--- src/rtl/ts_sync_lock_if.sv ---
// Byte stream in, aligned/framed byte stream out, for one TS channel.
interface ts_sync_lock_if;
   logic [7:0] byte_in;
   logic       byte_valid;
   logic [7:0] byte_out;
   logic       out_valid;
   logic       sop;
   logic       eop;
   logic       locked;
   logic       sync_err;

   modport master (
      output byte_in, byte_valid,
      input  byte_out, out_valid, sop, eop, locked, sync_err
   );

   modport slave (
      input  byte_in, byte_valid,
      output byte_out, out_valid, sop, eop, locked, sync_err
   );
endinterface

--- src/rtl/ts_sync_lock.sv ---
// MPEG-2 TS sync hunt/verify/lock with flywheel; forwards aligned bytes
// with sop/eop strobes once locked.
module ts_sync_lock #(
   parameter int         PKT_LEN    = 188,
   parameter logic [7:0] SYNC_BYTE  = 8'h47,
   parameter int         LOCK_CNT   = 3,
   parameter int         UNLOCK_CNT = 3
) (
   input  logic           clk,
   input  logic           rst,
   ts_sync_lock_if.slave  bus
);

   localparam int             PW       = $clog2(PKT_LEN);
   localparam logic [PW-1:0]  LAST     = PW'(PKT_LEN - 1);
   localparam logic [3:0]     LOCK_N   = 4'(LOCK_CNT);
   localparam logic [3:0]     UNLOCK_N = 4'(UNLOCK_CNT);

   typedef enum logic [1:0] {HUNT, VERIFY, LOCK} state_t;

   state_t        r_state;
   logic [PW-1:0] r_pos;
   logic [3:0]    r_good;
   logic [3:0]    r_miss;
   logic [7:0]    r_byte_out;
   logic          r_out_valid;
   logic          r_sop;
   logic          r_eop;
   logic          r_locked;
   logic          r_sync_err;

   logic          w_is_sync;
   logic          w_at_sync;
   logic [PW-1:0] w_pos_nxt;
   logic [3:0]    w_good_nxt;
   logic [3:0]    w_miss_nxt;

   assign w_is_sync  = (bus.byte_in == SYNC_BYTE);
   assign w_at_sync  = (r_pos == '0);
   assign w_pos_nxt  = (r_pos == LAST) ? '0 : r_pos + 1'b1;
   assign w_good_nxt = r_good + 4'd1;
   assign w_miss_nxt = r_miss + 4'd1;

   always_ff @(posedge clk or negedge rst) begin
      if (!rst) begin
         r_state     <= HUNT;
         r_pos       <= '0;
         r_good      <= '0;
         r_miss      <= '0;
         r_byte_out  <= '0;
         r_out_valid <= 1'b0;
         r_sop       <= 1'b0;
         r_eop       <= 1'b0;
         r_locked    <= 1'b0;
         r_sync_err  <= 1'b0;
      end else begin
         // Strobes are single-cycle; idle cycles only clear them.
         r_out_valid <= 1'b0;
         r_sop       <= 1'b0;
         r_eop       <= 1'b0;
         r_sync_err  <= 1'b0;
         if (bus.byte_valid) begin
            r_byte_out <= bus.byte_in;
            unique case (r_state)
               HUNT: begin
                  if (w_is_sync) begin
                     r_state <= VERIFY;
                     r_pos   <= PW'(1);
                     r_good  <= 4'd1;
                  end
               end
               VERIFY: begin
                  r_pos <= w_pos_nxt;
                  if (w_at_sync) begin
                     if (w_is_sync) begin
                        r_good <= w_good_nxt;
                        if (w_good_nxt == LOCK_N) begin
                           r_state     <= LOCK;
                           r_locked    <= 1'b1;
                           r_out_valid <= 1'b1;
                           r_sop       <= 1'b1;
                           r_miss      <= '0;
                        end
                     end else begin
                        r_state <= HUNT;
                        r_pos   <= '0;
                        r_good  <= '0;
                     end
                  end
               end
               LOCK: begin
                  r_pos       <= w_pos_nxt;
                  r_out_valid <= 1'b1;
                  r_sop       <= w_at_sync;
                  r_eop       <= (r_pos == LAST);
                  if (w_at_sync && !w_is_sync) begin
                     r_sync_err <= 1'b1;
                     r_miss     <= w_miss_nxt;
                     // Final miss drops lock and swallows the byte.
                     if (w_miss_nxt == UNLOCK_N) begin
                        r_state     <= HUNT;
                        r_pos       <= '0;
                        r_good      <= '0;
                        r_miss      <= '0;
                        r_locked    <= 1'b0;
                        r_out_valid <= 1'b0;
                        r_sop       <= 1'b0;
                     end
                  end else if (w_at_sync) begin
                     r_miss <= '0;
                  end
               end
               default: r_state <= HUNT;
            endcase
         end
      end
   end

   assign bus.byte_out  = r_byte_out;
   assign bus.out_valid = r_out_valid;
   assign bus.sop       = r_sop;
   assign bus.eop       = r_eop;
   assign bus.locked    = r_locked;
   assign bus.sync_err  = r_sync_err;

endmodule

--- src/flat_wrapper.sv ---
// flat-port wrapper written by rule: the top's interface ports become plain ports
module ts_sync_lock_flat 
#(
   parameter int         PKT_LEN    = 188,
   parameter logic [7:0] SYNC_BYTE  = 8'h47,
   parameter int         LOCK_CNT   = 3,
   parameter int         UNLOCK_CNT = 3
)
  (clk, rst, bus_byte_in, bus_byte_valid, bus_byte_out, bus_out_valid, bus_sop, bus_eop, bus_locked, bus_sync_err);
  ts_sync_lock_if bus_i ();
  input  logic clk;
  input  logic rst;
  input wire logic [$bits(bus_i.byte_in)-1:0] bus_byte_in;
  input wire logic [$bits(bus_i.byte_valid)-1:0] bus_byte_valid;
  output wire logic [$bits(bus_i.byte_out)-1:0] bus_byte_out;
  output wire logic [$bits(bus_i.out_valid)-1:0] bus_out_valid;
  output wire logic [$bits(bus_i.sop)-1:0] bus_sop;
  output wire logic [$bits(bus_i.eop)-1:0] bus_eop;
  output wire logic [$bits(bus_i.locked)-1:0] bus_locked;
  output wire logic [$bits(bus_i.sync_err)-1:0] bus_sync_err;
  assign bus_i.byte_in = bus_byte_in;
  assign bus_i.byte_valid = bus_byte_valid;
  assign bus_byte_out = bus_i.byte_out;
  assign bus_out_valid = bus_i.out_valid;
  assign bus_sop = bus_i.sop;
  assign bus_eop = bus_i.eop;
  assign bus_locked = bus_i.locked;
  assign bus_sync_err = bus_i.sync_err;
  ts_sync_lock #(.PKT_LEN(PKT_LEN), .SYNC_BYTE(SYNC_BYTE), .LOCK_CNT(LOCK_CNT), .UNLOCK_CNT(UNLOCK_CNT)) u_core (.clk(clk), .rst(rst), .bus(bus_i));
endmodule
--- config.mk ---
export PLATFORM = sky130hd
export DESIGN_NAME = ts_sync_lock_flat
export DESIGN_NICKNAME = d
export VERILOG_FILES = /design/src/rtl/ts_sync_lock_if.sv /design/src/rtl/ts_sync_lock.sv /design/src/flat_wrapper.sv
export SDC_FILE = /design/constraint.sdc
export NUM_CORES = 1
export LEC_CHECK = 0
export ABC_AREA = 0
export CORE_ASPECT_RATIO = 1.2
export CORE_MARGIN = 2
export CORE_UTILIZATION = 59
export CTS_CLUSTER_DIAMETER = 40
export CTS_CLUSTER_SIZE = 20
export DETAILED_ROUTE_END_ITERATION = 8
export GPL_ROUTABILITY_DRIVEN = 0
export PLACE_DENSITY = 0.84
export SYNTH_ARGS = -nofsm -noshare
export SYNTH_HDL_FRONTEND = slang
export SYNTH_SLANG_ARGS = --single-unit
--- constraint.sdc ---
create_clock -name clk -period 3.6 [get_ports clk]
set_input_delay 0.54 -clock clk [delete_from_list [all_inputs] [get_ports clk]]
set_output_delay 0.54 -clock clk [all_outputs]
set_load 0.02 [all_outputs]
==> qor.csv, run 1 <==
metric;value;unit
post_cts_buffers;0;
synth-main-ff-cell;dfrtp_1;
use_met3;0.0783;
grt_pass1_vias;1563;
hpwl;3.05;mm
wl_per_cell;16.9;um
top_usage_layer;met2;
coreArea;3060;um2
placedInstanceArea;2130;um2
drt_iter0_markers;92;
final_hold_viol_count;0;
end_kind;register;
muxShareOfSynthArea;0.0652;
async_flop_share;1.00;
leakage;0.934;nW
clk_latency;0.34;ns
design.die.area;3650;um2
grtUsageMet1;0.260;
layout-drive-gt1-share;0.170;
rr_startpoint;u_core.r_pos[0];
row_count;22;
cts_buffers;5;
maxCapViolations;0;
slew_viol_final;0;
register_area;776;um2
multi_input_area;1030;um2
synth_cell_types;54;
worstPathRequired;3.83;ns
grt_usage;0.244;
postLayoutCellArea;2190;um2
tns;0;ns
synth_compound_area_frac;0.200;
synth_top_family_by_area;simple AND/OR/NAND/NOR gates;
vias;1583;
status;complete, no violations;
synthSimpleGateAreaFrac;0.218;
ys_ff_latch;31;
crit_type;in2reg;
cts.sinks;31;
clk_pin_slew;0.08;ns
holdBufCountCts;0;
place_ws;0.536;ns
start_util;0.615;
vias_per_cell;6.54;
drc;0;
ctsRootBufferMaster;clkbuf_4;
rr_worst_depth;7;
synth_area;1880;um2
io_pins;24;
antenna_found_initial;0;
syn_inst;180;
slew-limit-headroom;0.181;
synth.avg_cell_area;10.4;um2
crit_fanout;11;
fin_ws;0.820;ns
timing.rr.end;u_core.r_pos[4];
min_delay_path_depth;1;
port_buffers;23;
rsz0062_at_grt;no;
finalSetupViolCount;0;
synth_xor_area_frac;0;
yosysSeqAreaShare;0.413;
hold_start;u_core.bus.locked;
areaGrowthSynthToFinish;16.6;%
nets;227;
holdPathEnd;u_core.bus.locked;
clock_path_buffers;2;
start_kind;primary input;
ys_warn_count;0;
cts_max_level;2;
ant_nets;0;
nFillCells;228;
insertedDiodeCount;0;
fmax;0.360;GHz
arrival;3.01;ns
synth_fa_ha_area_frac;0.0666;
drt_wl_total;4.09;mm
grt_pass1_wl;7.00;mm
synth_edf_count;0;
r2r_slack;1.08;ns
fin_crit_sh;0.772;
timing.final.crit_period;2.78;ns
whs;0.514;ns
powerDensity;462;nW/um2
ir_drop;0.378;mV
met2_usage;0.436;
grt_max_degree;32;
worstMarginPinSlew;1.22;ns
fp.dieW;55.5;um
hold_class;reg2reg;
post_cts_resized;0;
grt_overflow;0;
first_pass_iters;5;
syn_nets;201;
cts_tree;built;
skew;0.00557;ns
dieHeight;65.8;um
## cell usage after synthesis (all sizes together) (3+ instances only)
| cell type | instances | share of area |
|---|---|---|
| nand2 | 10 | 0.021 |
| inv | 9 | 0.018 |
| nor4b | 4 | 0.030 |
| a31oi | 4 | 0.013 |
| clkbuf | 3 | 0.0060 |
| a211oi | 5 | 0.023 |
| nor2b | 6 | 0.020 |
| mux2 | 10 | 0.060 |
| a21oi | 3 | 0.0080 |
| a221o | 4 | 0.021 |
| nand4 | 5 | 0.017 |
| and3 | 5 | 0.017 |
| nand3 | 12 | 0.032 |
| a22o | 5 | 0.023 |
| nor2 | 7 | 0.014 |
| o21ai | 8 | 0.023 |
| ha | 10 | 0.067 |
| and2 | 4 | 0.014 |
| o31ai | 3 | 0.022 |
| buf | 3 | 0.013 |
| dfrtp | 31 | 0.41 |
## final cells by class
class,instances,share of cell area
sequential,31,0.354
inverter,9,0.0154
multi-input combinational,134,0.472
clock buffer,6,0.0234
clock inverter,1,0.00228
timing repair buffer,25,0.112
tap,36,0.0206
## cell families after synthesis
kind of cell	after synthesis
fa+ha+maj	10
mux	11
buf+inv	15
compound gates	46
flops	31
simple gates	67
## critical path, cell delays in order
cell and delay (ns):
clkdlybuf4s50_1 0.46, and4b_1 0.22, and2_1 0.28, o21ai_0 0.98
and4bb_2 0.33, a22o_1 0.20
## layout by cell type, fill, tap and decap left out, drive strengths merged, types with 2 or more instances in the layout
master,synthesis,routed
a211oi,5,5
a21bo,2,2
a21boi,2,2
a21oi,3,3
a221o,4,4
a22o,5,5
a31o,2,2
a31oi,4,4
and2,4,4
and3,5,5
buf,3,2
clkbuf,3,6
clkdlybuf4s50,0,23
dfrtp,31,31
ha,10,10
inv,9,9
mux2,10,10
nand2,10,10
nand2b,2,2
nand3,12,12
nand3b,2,2
nand4,5,5
nor2,7,7
nor2b,6,6
nor3,2,2
nor4b,4,4
o2111ai,2,2
o21ai,8,8
o31ai,3,3
or3,2,2
## state kept, by name, summed over array words and instances (netlist names)
signal and count:
u_core.bus.out_valid 1, u_core.bus.locked 1, u_core.r_good 4, u_core.r_pos 8
u_core.bus.eop 1, u_core.bus.sop 1, u_core.r_miss 4, u_core.bus.byte_out 8
u_core.bus.sync_err 1, u_core.r_state 2
## per-layer routing
metal	vias to the layer above	share of wire
li1	734	-
met1	757	0.39
met2	82	0.52
met3	10	0.071
met4	0	0.019
met5	-	0
## per-stage QoR
stage	std cells	power, mW	util
after CTS	242	1.01	0.717
final	242	1.01	0.717
after global placement	235	0.792	0.699
after detailed placement	235	0.808	0.699
after global routing	242	1.08	0.717
after floorplan	180	0.698	-
## power by group
part           leakage (nW)  total [mW]  switching, mW  internal (mW)
Sequential            0.391       0.425         0.0390          0.386
Combinational         0.509       0.383          0.236          0.147
Clock                0.0341       0.205          0.115         0.0902
Total                 0.934        1.01          0.390          0.623
## how the worst max path moves through the flow
stage              startpoint          endpoint  depth (start not counted)  slack [ns]
2_1_floorplan  bus_byte_in[1]  u_core.r_good[2]                          7        1.59
3_3_place_gp   bus_byte_in[3]  u_core.r_good[2]                          6        0.65
3_5_place_dp   bus_byte_in[3]  u_core.r_good[3]                          6        0.54
4_1_cts        bus_byte_in[3]  u_core.r_good[2]                          6        0.87
5_1_grt        bus_byte_in[3]   u_core.r_pos[3]                          6        0.63
6_report       bus_byte_in[3]  u_core.r_good[2]                          6        0.82
No activity file was read; power rests on OpenSTA's default activity.
==> run 2: changes to the inputs <==
--- a/config.mk
+++ b/config.mk
@@ -8,12 +8,12 @@
 export ABC_AREA = 0
 export CORE_ASPECT_RATIO = 1.2
 export CORE_MARGIN = 2
-export CORE_UTILIZATION = 59
+export CORE_UTILIZATION = 50
 export CTS_CLUSTER_DIAMETER = 40
 export CTS_CLUSTER_SIZE = 20
 export DETAILED_ROUTE_END_ITERATION = 8
 export GPL_ROUTABILITY_DRIVEN = 0
-export PLACE_DENSITY = 0.84
+export PLACE_DENSITY = 0.76
 export SYNTH_ARGS = -nofsm -noshare
 export SYNTH_HDL_FRONTEND = slang
 export SYNTH_SLANG_ARGS = --single-unit
==> constraint.sdc (replaced) <==
create_clock -name clk -period 2.4 [get_ports clk]
set_input_delay 0.36 -clock clk [delete_from_list [all_inputs] [get_ports clk]]
set_output_delay 0.36 -clock clk [all_outputs]
set_load 0.02 [all_outputs]
==> run 2 against run 1 <==
  * Final cell count is 12% higher
  * Largest power group unchanged
  * Via count down 1.6%
  * Register-to-register slack got worse by 0.89 ns
  * Sequential share of layout area fell by 2.4 points
  * Flip-flop and latch count unchanged
  * Highest routed layer unchanged
  * Critical endpoint is now u_core.r_pos[4]
  * Clock-buffer cell count is the same
  * Routed wire length up 2.0%
==> qor.csv, run 2 (same netlist as run 1, synthesis figures left out) <==
metric;value;unit;change
drt_iter0_markers;97;;+5.4%
insertedDiodeCount;0;;unchanged
status;complete, no violations;;
clk_latency;0.28;ns;-0.06 ns
switching_share;0.362;;-0.0225
finalSetupViolCount;0;;unchanged
slew_viol_final;0;;unchanged
fmax;0.452;GHz;
dieHeight;71.2;um;+8.1%
crit_fanout;6;;-5
start_util;0.517;;-0.0979
fp.dieW;60.0;um;+8.0%
cts_tree;built;;
cts.sinks;31;;unchanged
ant_nets;0;;unchanged
power.total;1.67;mW;+65%
holdBufCountCts;0;;unchanged
met3_length;134;um;-54%
met1Wirelength;1.82;mm;+13%
final_common_cell;dfrtp_1;;
slew-limit-headroom;0.698;;+0.517
clock_path_buffers;2;;unchanged
cts_buffers;5;;unchanged
vias_per_cell;5.72;;-12%
maxCapViolations;0;;unchanged
crit_type;reg2reg;;
timing.rr.end;u_core.r_pos[4];;
fin_crit_sh;0.921;;
row_count;24;;+9.1%
first_pass_iters;4;;-1
drt_wl_total;4.18;mm;+2.0%
hold_class;in2async;;
nets;241;;+6.2%
layout-drive-gt1-share;0.227;;+0.0574
grt_usage;0.224;;-0.0199
dr_wl_met2;2.18;mm;+2.5%
grt_pass1_vias;1531;;-2.0%
hpwl;3.12;mm;+2.5%
p_int;1.06;mW;+71%
arrival;2.43;ns;-0.58 ns
power_frac_clock;0.246;;+0.043
grt_pass1_wl;7.31;mm;+4.4%
ir_drop;0.539;mV;+43%
routed.top_layer;met4;;
end_kind;register;;
io_pins;24;;unchanged
grt_overflow;0;;unchanged
ctsRootBufferMaster;clkbuf_8;;
grt_max_degree;32;;unchanged
rr_startpoint;u_core.r_miss[0];;
skew;0.00451;ns;-0.00106 ns
start_kind;register;;
worstPathRequired;2.62;ns;-1.21 ns
whs;0.455;ns;-0.0589 ns
antenna_found_initial;0;;unchanged
timing.final.crit_period;2.21;ns;
switching_power;0.605;mW;+55%
powerDensity;710;nW/um2;+53%
rr_worst_depth;8;;+1
seqPwrFrac;0.383;;-0.036
cts_max_level;2;;unchanged
coreArea;3630;um2;+19%
port_buffers;23;;unchanged
tns;0;ns;unchanged
wl_per_cell;15.4;um;-9.2%
drc;0;;unchanged
worstMarginPinSlew;0.451;ns;-0.765 ns
vias;1557;;-1.6%
areaGrowthSynthToFinish;25.2;%;
leakage;1.02;nW;+8.9%
clk_pin_slew;0.06;ns;-0.02 ns
r2r_slack;0.19;ns;-0.89 ns
design.die.area;4270;um2;+17%
layout_common_cells;31 x dfrtp_1, 23 x clkdlybuf4s50_1, 16 x buf_4, 12 x nand3_1;;
final_hold_viol_count;0;;unchanged
p_comb_frac;0.371;;-0.007
run 2: cell types whose count changed in the layout (fill, tap and decap cells not counted):
cell	previous run	this run
clkbuf_4	5	0
clkbuf_8	1	6
buf_4	2	16
nor4b_1	2	1
nor4b_2	1	2
run 2: routing by layer:
metal / vias up / global-route usage
li1: 759 / -
met1: 761 / 0.283
met2: 30 / 0.370
met3: 7 / 0.0512
met4: 0 / 0.0790
met5: - / 0
run 2: critical path: stages, from the launching register on:
cell       delay [ns]
dfrtp_1          0.42
inv_1            0.09
ha_1             0.21
and3_1           0.18
a31oi_1          0.38
o31ai_4          0.12
buf_4            0.17
a2111oi_0        0.40
a221o_1          0.17
run 2: how the worst max path moves through the flow:
stage,start,endpoint,slack [ns],cells past startpoint
final,u_core.r_miss[0],u_core.r_pos[4],0.19,8
after global placement,bus_byte_in[3],u_core.r_pos[4],-0.02,6
after global routing,u_core.r_miss[0],u_core.r_pos[4],-0.008,8
after CTS,u_core.r_miss[0],u_core.r_pos[4],0.08,6
after detailed placement,bus_byte_in[3],u_core.r_pos[4],-0.07,6
after floorplan,u_core.r_good[0],u_core.r_miss[2],0.43,6
run 2: metrics by stage:
step / setup WS (ns) / instances / instance area [um2] / utilization
2_1_floorplan: 0.431 / 180 / 1880 / -
3_3_place_gp: -0.0168 / 263 / 2240 / 0.618
3_5_place_dp: -0.0717 / 263 / 2240 / 0.618
4_1_cts: 0.0827 / 270 / 2330 / 0.642
5_1_grt: -0.00820 / 272 / 2350 / 0.648
6_report: 0.189 / 272 / 2350 / 0.648
run 2: power groups by stage:
stage | Clock [mW] | Combinational, mW | Sequential (mW)
detailed placement | 0 | 0.614 | 0.649
global placement | 0 | 0.589 | 0.641
floorplan | 0 | 0.396 | 0.651
global route | 0.454 | 0.681 | 0.654
CTS | 0.420 | 0.623 | 0.640
finish | 0.411 | 0.619 | 0.640
run 2: area by class of cell:
cell class,instances,area [um2]
Sequential cell,31,776
Timing Repair Buffer,39,350
Inverter,9,33.8
Clock inverter,1,5.00
Fill cell,281,1280
Clock buffer,6,82.6
Multi-Input combinational cell,134,1040
Tap cell,52,65.1
run 2: repair_timing:
| item | in CTS | in global routing |
|---|---|---|
| buffers inserted | 0 | 2 |
| setup endpoints to repair | 0 | 4 |
| gates resized for setup | 0 | 1 |
==> run 3: changes to the inputs <==
--- a/config.mk
+++ b/config.mk
@@ -10,7 +10,6 @@
 export CORE_MARGIN = 2
 export CORE_UTILIZATION = 50
 export CTS_CLUSTER_DIAMETER = 40
-export CTS_CLUSTER_SIZE = 20
 export DETAILED_ROUTE_END_ITERATION = 8
 export GPL_ROUTABILITY_DRIVEN = 0
 export PLACE_DENSITY = 0.76
==> results of run 3 <==
Final layout, timing and power as in run 2 (identical DEF).
==> RTL edit: new RTL, config.mk and constraints of run 1 <==
Reset style: synchronous (`rst`), changed in one clocked block.
--- a/src/rtl/ts_sync_lock.sv
+++ b/src/rtl/ts_sync_lock.sv
@@ -41,7 +41,7 @@
    assign w_good_nxt = r_good + 4'd1;
    assign w_miss_nxt = r_miss + 4'd1;
 
-   always_ff @(posedge clk or negedge rst) begin
+   always_ff @(posedge clk) begin
       if (!rst) begin
          r_state     <= HUNT;
          r_pos       <= '0;
Behaviour: differs if rst is asserted again (counterexample within 4 cycles, from zero or initial values and one cycle with rst low); with rst held inactive, the same outputs for 10 cycles.
==> RTL edit against run 1 <==
Maximum frequency rose by 14%. Cell area fell by 6.7%. Sequential cell count did not move. Largest cell class unchanged. Critical path depth did not move. Wire length fell by 5.0%. Worst setup slack improved by 0.35 ns. Count of clock-buffer cells in the layout did not move. Register-to-register slack improved by 0.24 ns. Area after synthesis fell by 6.2%. Via count barely moved.
Power is not compared: it rests on default switching activity, and its combinational part moved more than twofold at a synthesized area within 25%.
==> RTL edit: results (changes against run 1) <==
stage,metric,value,unit,change
status,run_status,"complete, no violations",,
cells_and_area,nMultiInputCombCells,151,,+13%
global_routing,grtUsageMet3,6.54,%,-1.3 points
power,seq-power,0.000351,W,
critical_path,slowest_stage,or4_1,,
cells_and_area,clock_area_share,2.02,%,-0.55 points
synthesis,ys_seq_area_share,35.2,%,-6.1 points
synthesis,synthAdderAreaFrac,7.10,%,+0.44 points
route,drt_iter0_markers,55,,-40%
clock_tree,clk_latency,0.33,ns,
route,wl_met1,1620,um,+1.1%
worst_hold_path,hold_class,reg2reg,,
route,drt_pass1_iterations,4,,-1
global_routing,grtUsageMet2,43.4,%,-0.16 points
cells_and_area,num-nets-final,242,,+6.6%
route,drt_wl_total,3890,um,-5.0%
synthesis,synth_compound_area_share,16.8,%,-3.2 points
synthesis,synth_nets,220,,+9.5%
cells_and_area,multi_input_area,1070,um^2,+3.5%
global_routing,grt_pass1_vias,1475,,-5.6%
cells_and_area,layout-drive-gt1-share,6.82,%,-10 points
route,routed-wl-met3,204,um,-30%
global_routing,grt_pass1_wl,6540,um,-6.6%
synthesis,synth_commonest_cells,"31 x dfxtp_1, 14 x nand2_1, 14 x nor2_1, 13 x nand3_1",,
synthesis,ys_top_cells_by_area,"dfxtp_1 35%, ha_1 7.1%, mux2i_1 5.7%",,
critical_path,cp_max_fo,11,,unchanged
critical_path,max_stage_delay,0.53,ns,-0.45 ns
clock_tree,clk_pin_slew,0.08,ns,about the same
run,max_cap_violations,0,,unchanged
power,p_clk,0.000176,W,
critical_path,worstReg2RegStart,u_core.r_miss[1],,
global_routing,grt_usage,25.5,%,+1.1 points
global_routing,grt_max_degree,23,,-28%
clock_tree,htree_levels,2,,unchanged
synthesis,ys_async_sr_fraction,0,%,-100 points
sta,timing.slew.headroom,52.4,%,+34 points
cells_and_area,seq_cell_count,31,,unchanged
cells_and_area,nNonClkBuffers,24,,-4.0%
synthesis,synthMuxAreaShare,5.68,%,-0.85 points
clock_tree,clockBufferDepth,2,,unchanged
cells_and_area,fill_cells,207,,-9.2%
cells_and_area,register_area,621,um^2,-20%
critical_path,path_delay_family,simple AND/OR/NAND/NOR gates,,
synthesis,synthXorXnorAreaFrac,2.98,%,+3.0 points
worst_hold_path,min_from,u_core.bus.byte_out[4],,
global_routing,met1_usage,29.7,%,+3.7 points
synthesis,synth_cell_types,50,,-7.4%
place,pre_cts_ws,0.852,ns,+0.316 ns
cells_and_area,inv_count,8,,-1
place,place_hpwl,2870,um,-5.7%
cells_and_area,final-nonclk-buf-share,11.6,%,+0.44 points
route,wl_met2,1990,um,-6.2%
route,top_layer_used,met4,,
route,vias,1584,,+0.063%
power,p_leak,0.766,nW,
critical_path,arrival,2.69,ns,-0.32 ns
sta,fin_skew,0.00803,ns,+0.00246 ns
==> RTL edit: cell types whose count changed after synthesis, moves of 6 or more <==
cell     change
nor2_1       +7
xor2_1       +6
dfxtp_1     +31
dfrtp_1     -31
mux2i_1      +9
mux2_2      -10
==> RTL edit: path summary, 6_finish.rpt <==
kind / endpoint / slack [ns] / depth (start not counted)
worst max-delay path: u_core.r_good[1] / 1.17 / 6
worst min-delay path: u_core.bus.byte_out[4] / 0.50 / 2
worst max register to register: u_core.r_state[0] / 1.32 / 6
worst min register to register: u_core.bus.byte_out[4] / 0.50 / 2
==> RTL edit: through the flow <==
step | utilization [%] | instance area (um^2) | total power [W] | cells
after floorplan | - | 1760 | 0.000387 | 199
after CTS | 72.7 | 2040 | 0.000587 | 254
after global placement | 71.2 | 2000 | 0.000413 | 248
after global routing | 72.7 | 2040 | 0.000604 | 254
after detailed placement | 71.2 | 2000 | 0.000414 | 248
final | 72.7 | 2040 | 0.000583 | 254
